[config.mk]
export PLATFORM = sky130hd
export DESIGN_NAME = receiver_core
export DESIGN_NICKNAME = d
export VERILOG_FILES = /design/src/rtl/rx_pkg.sv /design/src/rtl/rx_word_fifo.sv /design/src/rtl/receiver_core.sv
export SDC_FILE = /design/constraint.sdc
export NUM_CORES = 1
export LEC_CHECK = 0
export CORE_MARGIN = 2
export CORE_UTILIZATION = 41
export CTS_CLUSTER_DIAMETER = 40
export DETAILED_ROUTE_END_ITERATION = 8
export GPL_ROUTABILITY_DRIVEN = 0
export GPL_TIMING_DRIVEN = 0
export PLACE_DENSITY_LB_ADDON = 0.25
export SLEW_MARGIN = 15
export SYNTH_ARGS = -nofsm -noshare
export SYNTH_HDL_FRONTEND = slang
export SYNTH_HIERARCHICAL = 1
export SYNTH_SLANG_ARGS = --single-unit
[constraint.sdc]
create_clock -name clk -period 3.17 [get_ports clk]
set_input_delay 0.317 -clock clk [delete_from_list [all_inputs] [get_ports clk]]
set_output_delay 0.317 -clock clk [all_outputs]
set_load 0.02 [all_outputs]
[src/rtl/rx_pkg.sv]
// rx_pkg: shared types and constants for the serial receive engine.
// State encoding, queue geometry and the size/burst clamp helpers.
package rx_pkg;

  localparam int MAX_BITS = 32;
  localparam int QDEPTH   = 2;

  typedef enum logic [1:0] {
    IDLE = 2'd0,
    RECV = 2'd1,
    STOP = 2'd2,
    ACK  = 2'd3
  } rx_state_t;

  // 0 or anything wider than the word register means a full 32-bit word
  function automatic logic [5:0] eff_size(
    input logic [7:0] s
  );
    if (s == 8'd0 || s > 8'd32) begin
      return 6'd32;
    end
    return s[5:0];
  endfunction

  // a zero-word frame still carries one word
  function automatic logic [7:0] eff_burst(
    input logic [7:0] b
  );
    if (b == 8'd0) begin
      return 8'd1;
    end
    return b;
  endfunction

endpackage

[src/rtl/rx_word_fifo.sv]
// rx_word_fifo: small FIFO holding completed receive words.
// A pop frees a slot in the same cycle, so push+pop works when full.
module rx_word_fifo #(
  parameter int W     = rx_pkg::MAX_BITS,
  parameter int DEPTH = rx_pkg::QDEPTH
) (
  input  logic         clk,
  input  logic         reset,
  input  logic         push,
  input  logic         pop,
  input  logic [W-1:0] din,
  output logic [W-1:0] dout,
  output logic         full,
  output logic         empty
);

  localparam int PW = (DEPTH > 1) ? $clog2(DEPTH) : 1;
  localparam int CW = $clog2(DEPTH + 1);

  logic [W-1:0]  mem [DEPTH];
  logic [PW-1:0] rd_ptr;
  logic [PW-1:0] wr_ptr;
  logic [CW-1:0] count;
  logic          do_pop;
  logic          do_push;

  assign empty   = (count == CW'(0));
  assign full    = (count == CW'(DEPTH));
  assign do_pop  = pop && !empty;
  assign do_push = push && (!full || do_pop);

  // head word, forced to zero when nothing is queued
  assign dout = empty ? '0 : mem[rd_ptr];

  function automatic logic [PW-1:0] next_ptr(
    input logic [PW-1:0] p
  );
    if (p == PW'(DEPTH - 1)) begin
      return '0;
    end
    return p + PW'(1);
  endfunction

  // storage, pointers and occupancy
  always_ff @(posedge clk or posedge reset) begin
    if (reset) begin
      for (int i = 0; i < DEPTH; i++) begin
        mem[i] <= '0;
      end
      rd_ptr <= '0;
      wr_ptr <= '0;
      count  <= '0;
    end else begin
      if (do_push) begin
        mem[wr_ptr] <= din;
        wr_ptr      <= next_ptr(wr_ptr);
      end
      if (do_pop) begin
        rd_ptr <= next_ptr(rd_ptr);
      end
      unique case ({do_push, do_pop})
        2'b10:   count <= count + CW'(1);
        2'b01:   count <= count - CW'(1);
        default: count <= count;
      endcase
    end
  end

endmodule

[src/rtl/receiver_core.sv]
// receiver_core: start detect, MSB-first deserialiser, stop check, ack.
// Completed words go to a 2-entry queue drained by valid/ready.
module receiver_core #(
  parameter int MAX_BITS = rx_pkg::MAX_BITS,
  parameter int QDEPTH   = rx_pkg::QDEPTH
) (
  input  logic                clk,
  input  logic                reset,
  input  logic                sda_in,
  output logic                sda_out,
  output logic                sda_oe,
  input  logic [7:0]          size,
  input  logic [7:0]          burst,
  output logic [MAX_BITS-1:0] rxdata,
  output logic                rxvalid,
  input  logic                rxready,
  output logic                busy,
  output logic                frame_err,
  output logic                overrun
);

  import rx_pkg::*;

  rx_state_t           state;
  logic [5:0]          bit_cnt;
  logic [5:0]          bit_len;
  logic [7:0]          word_cnt;
  logic [MAX_BITS-1:0] shift;
  logic [MAX_BITS-1:0] word;
  logic                push;
  logic                pop;
  logic                full;
  logic                empty;

  // the word completes on the bit sampled while the counter reads 1
  assign word = {shift[MAX_BITS-2:0], sda_in};
  assign push = (state == RECV) && (bit_cnt == 6'd1);
  assign pop  = rxvalid && rxready;

  assign rxvalid = !empty;
  assign busy    = (state != IDLE);

  rx_word_fifo #(
    .W     (MAX_BITS),
    .DEPTH (QDEPTH)
  ) u_fifo (
    .clk   (clk),
    .reset (reset),
    .push  (push),
    .pop   (pop),
    .din   (word),
    .dout  (rxdata),
    .full  (full),
    .empty (empty)
  );

  // overrun pulse: a completed word found no free slot this cycle
  always_ff @(posedge clk or posedge reset) begin
    if (reset) begin
      overrun <= 1'b0;
    end else begin
      overrun <= push && full && !pop;
    end
  end

  // frame FSM with counters, shift register and registered line outputs
  always_ff @(posedge clk or posedge reset) begin
    if (reset) begin
      state     <= IDLE;
      bit_cnt   <= '0;
      bit_len   <= '0;
      word_cnt  <= '0;
      shift     <= '0;
      sda_oe    <= 1'b0;
      sda_out   <= 1'b1;
      frame_err <= 1'b0;
    end else begin
      sda_oe    <= 1'b0;
      sda_out   <= 1'b1;
      frame_err <= 1'b0;
      unique case (state)
        IDLE: begin
          if (!sda_in) begin
            bit_len  <= eff_size(size);
            bit_cnt  <= eff_size(size);
            word_cnt <= eff_burst(burst);
            shift    <= '0;
            state    <= RECV;
          end
        end
        RECV: begin
          if (bit_cnt == 6'd1) begin
            shift <= '0;
            if (word_cnt == 8'd1) begin
              state <= STOP;
            end else begin
              word_cnt <= word_cnt - 8'd1;
              bit_cnt  <= bit_len;
            end
          end else begin
            shift   <= word;
            bit_cnt <= bit_cnt - 6'd1;
          end
        end
        STOP: begin
          if (sda_in) begin
            sda_oe  <= 1'b1;
            sda_out <= 1'b0;
            state   <= ACK;
          end else begin
            frame_err <= 1'b1;
            state     <= IDLE;
          end
        end
        ACK: begin
          state <= IDLE;
        end
      endcase
    end
  end

endmodule
* Word level (Yosys, flattened, before mapping) *
Index checks and enable logic that the tools add are counted.

storage, ports and cells
  register bits = 125
  input bits = 20
  logic and storage cells = 111

operators by class
  add/subtract/negate cells = 6
  $lt $le $gt $ge = 4
  eq/ne operators = 13
  multiplexer cells = 47
  bitwise operators = 3
  reduce and logical (&&, ||, !) cells = 24

operators by type and width
  cell                 number
  $mux 32              5
  $bwmux 64            1
  $mux 31              2
  $pmux 31 s2          1
  $mux 8               5
  $demux 32 s1         1
  $mux 6               5
  $mux 1               19
  $logic_not 8->1      2
  $pmux 8 s2           1
  $pmux 6 s2           1
  $eq 2x2->1 const B   4
  $eq 8x1->1 const B   1
  $gt 8x6->1 const B   1
  $mux 2               4
  $pmux 2 s4           1
  $sub 8x1->8 const B  1
  $logic_and 1x1->1    7
  $eq 6x1->1 const B   1
  $reduce_and 3->1     2
  $reduce_bool 2->1    3
  $sub 6x1->6 const B  1
  $eq 2x1->1 const B   2
  $ge 2x2->1 const B   2
  other kinds (15)     24

* Depth between registers and ports, before layout *
Gate-level depths: netlist of the first run.

  word-level depth = 8
  depth in mapped cells = 11

* By module *
The synthesis of the first run kept the hierarchy.

modules (own cells, without submodules)
  module         instances  cells an instance  area each (um^2)  sequential area each (um^2)
  rx_word_fifo   1          225                3083.0            1701.6
  receiver_core  1          232                2548.7            1427.6

* Worst setup path before layout of the first run *
OpenSTA, ideal clock, no wires.

  path kind = register to register
  start = register u_fifo.count[0]
  end = register u_fifo.count[1]
  library setup time = 0.079 ns
  arrival time = 2.127 ns
  data required time = 3.091 ns
  setup slack = 0.964 ns
  cell stages (with the launch flop) = 9
  clock period less this slack = 2.206 ns
  cells stage by stage = dfrtp_1 nor2_1 clkbuf_1 nor2b_1 nor3b_4 nand2b_1 ha_1 nor2_1 xor2_1

between the ends
  longest elaborated chain between the ends = 8

RTL lines
  what                                                    line                 text
  start: declaration                                      rx_word_fifo.sv:23   logic [CW-1:0] count;
  start signal: assignment                                rx_word_fifo.sv:62   2'b10: count <= count + CW'(1);
  start signal: assignment                                rx_word_fifo.sv:63   2'b01: count <= count - CW'(1);
  start signal: assignment                                rx_word_fifo.sv:64   default: count <= count;
  $logic_not 2->1 (*)                                     rx_word_fifo.sv:27   assign empty = (count == CW'(0));
  net empty                                               receiver_core.sv:33  logic empty;
  $logic_not 1->1 (*)                                     receiver_core.sv:40  assign rxvalid = !empty;
  $logic_and 1x1->1 (*)                                   receiver_core.sv:38  assign pop = rxvalid && rxready;
  net pop                                                 receiver_core.sv:31  logic pop;
  $logic_and 1x1->1 (*)                                   rx_word_fifo.sv:29   assign do_pop = pop && !empty;
  $logic_or 1x1->1                                        rx_word_fifo.sv:30   assign do_push = push && (!full || do_pop);
  $logic_and 1x1->1                                       rx_word_fifo.sv:30
  $eq 2x1->1 / $eq 2x2->1 (equally long branches)         rx_word_fifo.sv:61   unique case ({do_push, do_pop})
  $pmux 2 s2 / $reduce_bool 2->1 (equally long branches)  n/a

The timed path passes the listed nets; every way through them passes the cells marked *.
A chain may end at the register's enable or synchronous reset.

* Worst setup path after layout of the first run *
  start = register u_fifo.count[0]
  end = output rxdata[4]

between the ends
  longest elaborated chain between the ends = 2

RTL lines
  what              line                 text
  $logic_not 2->1   rx_word_fifo.sv:27
  net empty         receiver_core.sv:33
  $mux 32           rx_word_fifo.sv:33   assign dout = empty ? '0 : mem[rd_ptr];
  end: declaration  receiver_core.sv:14  output logic [MAX_BITS-1:0] rxdata,

The timed path passes the listed nets, and every way through them passes these cells.

==> key figures, run 1 <==
Timing
  • Setup TNS: 0 ps
  • Final hold vios: 0
  • Slew HR: 41.74%
  • Number of slew-limit violations in the final report: 0
  • Skew final: between 7 and 8 ps
  • Worst setup margin: 164.0 ps
  • Period utilisation layout: 94.83%
  • RSZ-0062 raised after global routing: false
  • Min Tclk post-route: approximately 3000 ps
  • Setup Viol. Count Final: 0
  • Worst-margin pin slew: 866.0 ps
  • FMAX: 332.7 MHz

Critical path
  • Crit-path max cell delay: 620 ps
  • Worst R2R Start: u_fifo/count[0]
  • Crit path launch type: flip-flop
  • Reg2Reg Setup Slack: 260 ps
  • CP required: around 2900 ps
  • Most Frequent Cell on Critical Path: nor2_1
  • Worst setup path start: u_fifo/count[0]
  • Setup crit end kind: primary output
  • Reg2Reg Capture Point: u_fifo/count[1]
  • Setup Crit Path Kind: flip-flop to primary output
  • Slowest cell on crit path: clkbuf_1
  • Cells on worst reg2reg path: 8
  • Crit Path Max Fanout: 11
  • Worst-path cell chain: nor2_1 -> clkbuf_1 -> nor2_1 -> clkdlybuf4s50_1
  • Crit path to: rxdata[4]
  • Crit path arrival time: 2690 ps

Yosys
  • Synth area leader: dfrtp_1
  • Number of flops mapped to enable cells by yosys: 0
  • Ranking of synthesized cells by area: dfrtp_1, mux2_2, mux2i_1, a22o_1, mux2_1
  • Yosys warns: 6
  • Synth Instances: 457
  • Async set-reset flop share out of synthesis: 100.0%
  • Prevailing post-synth register cell: dfrtp_1
  • Share of the synthesized area in the top cell type: 55.10%
  • Synth unique cells: 48
  • Netlist Area Pre-Place: 5632 µm²
  • Syn avg cell area: roughly 12 µm²
  • Seq/Total Area, Yosys: 55.57%
  • Syn Nets: slightly below 500
  • FF+latch count, synth: about 130

Clock tree
  • Hold_buf cts: 0
  • CTS tree: yes
  • Num CTS Buffers: 17
  • Clk Latency, worst-skew pair: 420 ps
  • H-tree depth: 4
  • PostCTS Resize Cnt: 0
  • CTS sink count: 125
  • # Post-CTS Setup Buffers: 0
  • Clock-pin slew on the worst setup and hold paths: roughly 60 ps
  • Clk root buf: clkbuf_16
  • Clock tree buffer depth: 2

Placed design
  • PortBufs: 57
  • Detailed Place HPWL: between 7000 and 8000 µm
  • Worst Setup Slack post-DPL: 309.3 ps

Detailed routing
  • ANT nets after route: 0
  • Drt first pass iters: 5
  • DR WL/cell: 16.41 µm
  • DR DRC count: 0
  • DRT iter0 DRCs: 239
  • Final wirelength: 11,870 µm
  • Vias per cell: between 5 and 6
  • Vias: 3,851

Floorplan
  • DIE AREA: 14,690 µm²
  • Core area: around 13,000 µm²
  • Row count: 42
  • Initial Utilization: 42.19%
  • Number of top-level pins: slightly below 60
  • Die Y: 121.2 µm
  • Chip width: roughly 120 µm

Global routing
  • Largest net degree at the start of global routing: a little under 60
  • GR Util All Layers: approximately 18%
  • Vias in the first global route: 3,967
  • GRT overflow: 0
  • Initial antenna violation count: 0
  • First-pass GRT wire length: ~20,000 µm

Power and ir drop
  • PD cells: between 900 and 1000 nW/µm²
  • Clock power share: between 30% and 40%
  • Reg power frac: 38.2%
  • Fraction of power spent switching nets: 31.51%
  • Combinational share of power: about 30%
  • VDD IR-drop max: 0.0003804 V
  • Sw Pwr: 2.169 mW
  • Pint: 4.715 mW
  • Leakage: 3.379 nW

Layout
  • Layout cells sized above 1: about 18%
  • Area grow syn2layout: 26.84%
  • N_diodes: 0
  • Fin nets: 559

Flow run
  • Max-Cap Viols: 0

Min path
  • Worst Hold Class: primary input to asynchronous set/reset pin

Run status
  • Status: finished clean
[metrics by stage]
| step | total power [mW] | utilization (%) | cell area (µm²) | cells | hold WS (ps) |
|---|---|---|---|---|---|
| CTS | 6.946 | 53.52 | 7143 | 723 | 224.9 |
| floorplan | 3.951 | - | 5632 | 457 | 387.3 |
| global route | 7.288 | 53.52 | 7143 | 723 | 246.4 |
| finish | 6.884 | 53.52 | 7143 | 723 | 232.8 |
| global placement | 4.593 | 48.12 | 6422 | 690 | 466.8 |
| detailed placement | 4.675 | 48.36 | 6455 | 691 | 476.2 |
[registers in the layout, summed over array words and instances (netlist names), 2 cells and up]
signal	cells
u_fifo/mem	64
shift	31
word_cnt	8
bit_cnt	6
bit_len	6
state	2
u_fifo/count	2
[cell type report]
class / instances / area [µm²]
multi-input combinational: 294 / 2320
clock buffer: 20 / 456.7
clock inverter: 12 / 231.5
sequential: 125 / 3129
tap: 176 / 220.2
timing repair buffer: 58 / 598.1
fill: 1196 / 6205
inverter: 13 / 53.80
buffer: 25 / 133.9
[how the worst min path moves through the flow]
| stage | from | end | slack, ps |
|---|---|---|---|
| CTS | reset | u_fifo/mem[24] | 220 |
| finish | reset | u_fifo/mem[56] | 230 |
| global placement | u_fifo/mem[58] | u_fifo/mem[58] | 470 |
| floorplan | sda_in | frame_err | 390 |
| global route | reset | u_fifo/mem[23] | 250 |
| detailed placement | u_fifo/mem[48] | u_fifo/mem[48] | 480 |
[synth_stat cells, types with 2 or more instances]
library cell	n
a21oi_1	10
a22o_1	37
a31oi_1	8
buf_2	5
buf_4	3
buf_6	3
clkbuf_1	14
dfrtp_1	124
ha_1	5
inv_1	13
mux2_1	23
mux2_2	41
mux2i_1	33
nand2_1	13
nand2b_1	4
nand3_1	2
nor2_1	51
nor2b_1	4
nor3_1	7
nor3b_1	3
nor3b_4	2
nor4_1	4
o211ai_1	2
o21ai_0	11
o22ai_1	3
or2_2	2
or3_1	2
or4_1	2
xnor2_1	5
xor2_1	3
[power by group through the flow]
stage               clock network, mW  registers [mW]  logic (mW)
CTS                              2.27            2.63        2.05
global route                     2.34            2.72        2.23
finish                           2.23            2.63        2.02
detailed placement                  0            2.64        2.03
global placement                    0            2.61        1.98
floorplan                           0            2.50        1.45
[placed cells by master (no fill, tap or decap), types with 3 or more instances in the layout]
master,netlist,routed
clkbuf_16,0,17
o21ai_0,11,11
dfrtp_1,124,124
ha_1,5,5
a22o_1,37,37
nor2_1,51,51
nor3b_1,3,3
buf_2,5,5
mux2i_1,33,33
xnor2_1,5,5
inv_6,0,3
inv_1,13,11
buf_6,3,3
a21oi_1,10,10
mux2_1,23,23
xor2_1,3,3
nor3_1,7,7
a31oi_1,8,8
mux2_2,41,41
bufinv_16,0,6
nand2b_1,4,4
nand2_1,13,13
nor2b_1,4,4
buf_4,3,3
clkdlybuf4s50_1,0,57
clkbuf_1,14,15
o22ai_1,3,3
nor4_1,4,4
[per-layer routing]
metal | share of wire [%] | up-vias | global-route usage [%]
li1 | - | 1799 | -
met2 | 49 | 83 | 27.98
met5 | 0 | - | 0
met4 | 1.8 | 0 | 7.902
met1 | 44 | 1952 | 23.29
met3 | 4.4 | 17 | 5.122
[worst max-delay path, delay by kind of cell, from the launching register on]
| kind | cells | cell delay [ps] |
|---|---|---|
| and+or+nand+nor | 2 | 620 |
| DFF | 1 | 460 |
| buffers and inverters | 2 | 1190 |
[kinds of logic after synthesis]
kind of cell               synth area share [%]
AOI/OAI and AO/OA                         10.66
and+or+nand+nor                           9.509
xor gates and xnor gates                  1.244
buffers and inverters                     3.244
adders and majority gates                 1.111
muxes                                     18.66
DFF                                       55.57
Power figures use the tool's default switching activity.
==> run 2: changes to the inputs <==
--- a/config.mk
+++ b/config.mk
@@ -5,7 +5,6 @@
 export SDC_FILE = /design/constraint.sdc
 export NUM_CORES = 1
 export LEC_CHECK = 0
-export CORE_MARGIN = 2
 export CORE_UTILIZATION = 41
 export CTS_CLUSTER_DIAMETER = 40
 export DETAILED_ROUTE_END_ITERATION = 8
==> key figures, run 2 (synthesis gave the netlist of run 1 again) <==
Run status
  • Status: finished clean

Timing
  • Period utilisation layout: just over 90%
  • Slew HR: approximately 39%
  • Final hold vios: 0
  • Number of slew-limit violations in the final report: 0
  • Min Tclk post-route: just under 3000 ps
  • RSZ-0062 raised after global routing: false
  • Worst-margin pin slew: 909.4 ps
  • Worst setup margin: 215.0 ps
  • FMAX: 338.4 MHz
  • Setup TNS: 0 ps
  • Skew final: 11.06 ps
  • Setup Viol. Count Final: 0

Critical path
  • Crit path arrival time: between 2000 and 3000 ps
  • CP required: 2850 ps
  • Slowest cell on crit path: clkbuf_1
  • Setup Crit Path Kind: flip-flop to primary output
  • Setup crit end kind: primary output
  • Cells on worst reg2reg path: 8
  • Delay-heaviest family, CP: buffers and inverters
  • Buffers & Inverters on Critical Path: 2
  • Reg2Reg Capture Point: u_fifo/count[1]
  • Worst-path cell chain: nor2_1 -> clkbuf_1 -> nor2_1 -> clkdlybuf4s50_1
  • Most Frequent Cell on Critical Path: nor2_1
  • Worst setup path start: u_fifo/count[0]
  • Crit path to: rxdata[0]
  • Crit-path max cell delay: roughly 620 ps
  • Crit path launch type: flip-flop
  • Reg2Reg Setup Slack: 270 ps
  • Crit Path Max Fanout: 11
  • Worst R2R Start: u_fifo/count[0]
  • Crit path depth: 4

Floorplan
  • Chip width: about 120 µm
  • Row count: 42
  • DIE AREA: ~14,000 µm²
  • Initial Utilization: 42.36%
  • Core area: 13,300 µm²
  • Number of top-level pins: 58
  • Die Y: 119.2 µm

Detailed routing
  • Vias per cell: 5.277
  • Vias: approximately 3,800
  • DR WL/cell: 16.63 µm
  • Final wirelength: between 10,000 and 15,000 µm
  • Drt first pass iters: 4
  • ANT nets after route: 0
  • DR DRC count: 0
  • DRT iter0 DRCs: between 200 and 250

Layout
  • Layout cells sized above 1: 17.73%
  • Filler cells: 1,155
  • Top reg by flops: u_fifo/mem
  • Area grow syn2layout: 25.06%
  • Top Registers: u_fifo/mem x64, shift x31, word_cnt x8
  • Most frequent cells in the layout: dfrtp_1, clkdlybuf4s50_1, nor2_1
  • Multi-input gate area: 2320 µm²
  • Reg area: 3129 µm²
  • Most common cell after layout, fill and taps aside: dfrtp_1
  • Fin nets: 559
  • N_diodes: 0
  • Largest register FFs: 64

Placed design
  • PortBufs: 57
  • Worst Setup Slack post-DPL: 307.7 ps
  • Detailed Place HPWL: 7995 µm

Clock tree
  • CTS sink count: 125
  • Hold_buf cts: 0
  • Clk root buf: clkbuf_16
  • Clock tree buffer depth: 2
  • Clk Latency, worst-skew pair: about 410 ps
  • # Post-CTS Setup Buffers: 0
  • Clock-pin slew on the worst setup and hold paths: around 50 ps
  • Num CTS Buffers: 17
  • PostCTS Resize Cnt: 0
  • CTS tree: yes
  • H-tree depth: 4

Global routing
  • First-pass GRT wire length: 20,540 µm
  • GR Util All Layers: about a fifth
  • Initial antenna violation count: 0
  • GRT overflow: 0
  • Largest net degree at the start of global routing: 58
  • Vias in the first global route: about 4,000

Power and ir drop
  • Clock power share: 28.9%
  • Leakage: 3.325 nW
  • Combinational share of power: 31.0%
  • Sw Pwr: 2.154 mW
  • Reg power frac: 40.1%
  • VDD IR-drop max: 0.0004329 V
  • Fraction of power spent switching nets: 32.83%
  • Pint: 4.406 mW
  • PD cells: 931.4 nW/µm²

Min path
  • Worst Hold Class: primary input to asynchronous set/reset pin

Flow run
  • Max-Cap Viols: 0
==> run 2: final cells by class <==
class	count	share of cell area (%)
sequential	125	44.43
tap	176	3.127
inverter	13	0.7639
buffer	25	1.901
clock inverter	10	1.617
clock buffer	22	6.733
timing repair buffer	58	8.492
multi-input combinational	294	32.94
==> run 2: worst min path at each step <==
stage	from	end	cells after the start
after floorplan	sda_in	frame_err	1
after global placement	u_fifo/mem[53]	u_fifo/mem[53]	1
after detailed placement	u_fifo/mem[45]	u_fifo/mem[45]	1
after CTS	reset	u_fifo/mem[57]	2
after global routing	reset	u_fifo/mem[57]	2
final	reset	u_fifo/mem[57]	2
==> run 2: stage by stage <==
| stage | std cells | instance area (µm²) | total power [mW] | util, % | hold slack (ps) |
|---|---|---|---|---|---|
| 3_3_place_gp | 690 | 6422 | 4.589 | 48.31 | 466.1 |
| 5_1_grt | 723 | 7043 | 6.975 | 52.97 | 337.4 |
| 4_1_cts | 723 | 7043 | 6.615 | 52.97 | 314.4 |
| 6_report | 723 | 7043 | 6.560 | 52.97 | 310.0 |
| 2_1_floorplan | 457 | 5632 | 3.951 | - | 387.3 |
| 3_5_place_dp | 691 | 6455 | 4.688 | 48.55 | 473.9 |
==> run 2: power by group through the flow <==
stage          registers [mW]  clock network [mW]  logic, mW
4_1_cts                  2.63                1.93       2.06
6_report                 2.63                1.89       2.03
3_3_place_gp             2.61                   0       1.98
5_1_grt                  2.72                2.02       2.24
3_5_place_dp             2.65                   0       2.04
2_1_floorplan            2.50                   0       1.45
==> run 2: metal layers <==
| metal | track usage, % | wire length, µm | vias to the layer above |
|---|---|---|---|
| li1 | - | - | 1801 |
| met1 | 23.65 | 5373 | 1921 |
| met2 | 31.21 | 6089 | 79 |
| met3 | 5.029 | 418 | 14 |
| met4 | 5.934 | 144 | 0 |
| met5 | 0 | 0 | - |
==> run 3: changes to the inputs <==
--- a/config.mk
+++ b/config.mk
@@ -8,7 +8,6 @@
 export CORE_UTILIZATION = 41
 export CTS_CLUSTER_DIAMETER = 40
 export DETAILED_ROUTE_END_ITERATION = 8
-export GPL_ROUTABILITY_DRIVEN = 0
 export GPL_TIMING_DRIVEN = 0
 export PLACE_DENSITY_LB_ADDON = 0.25
 export SLEW_MARGIN = 15
==> results of run 3 <==
No change in the layout: final DEF, timing and power equal those of run 2.
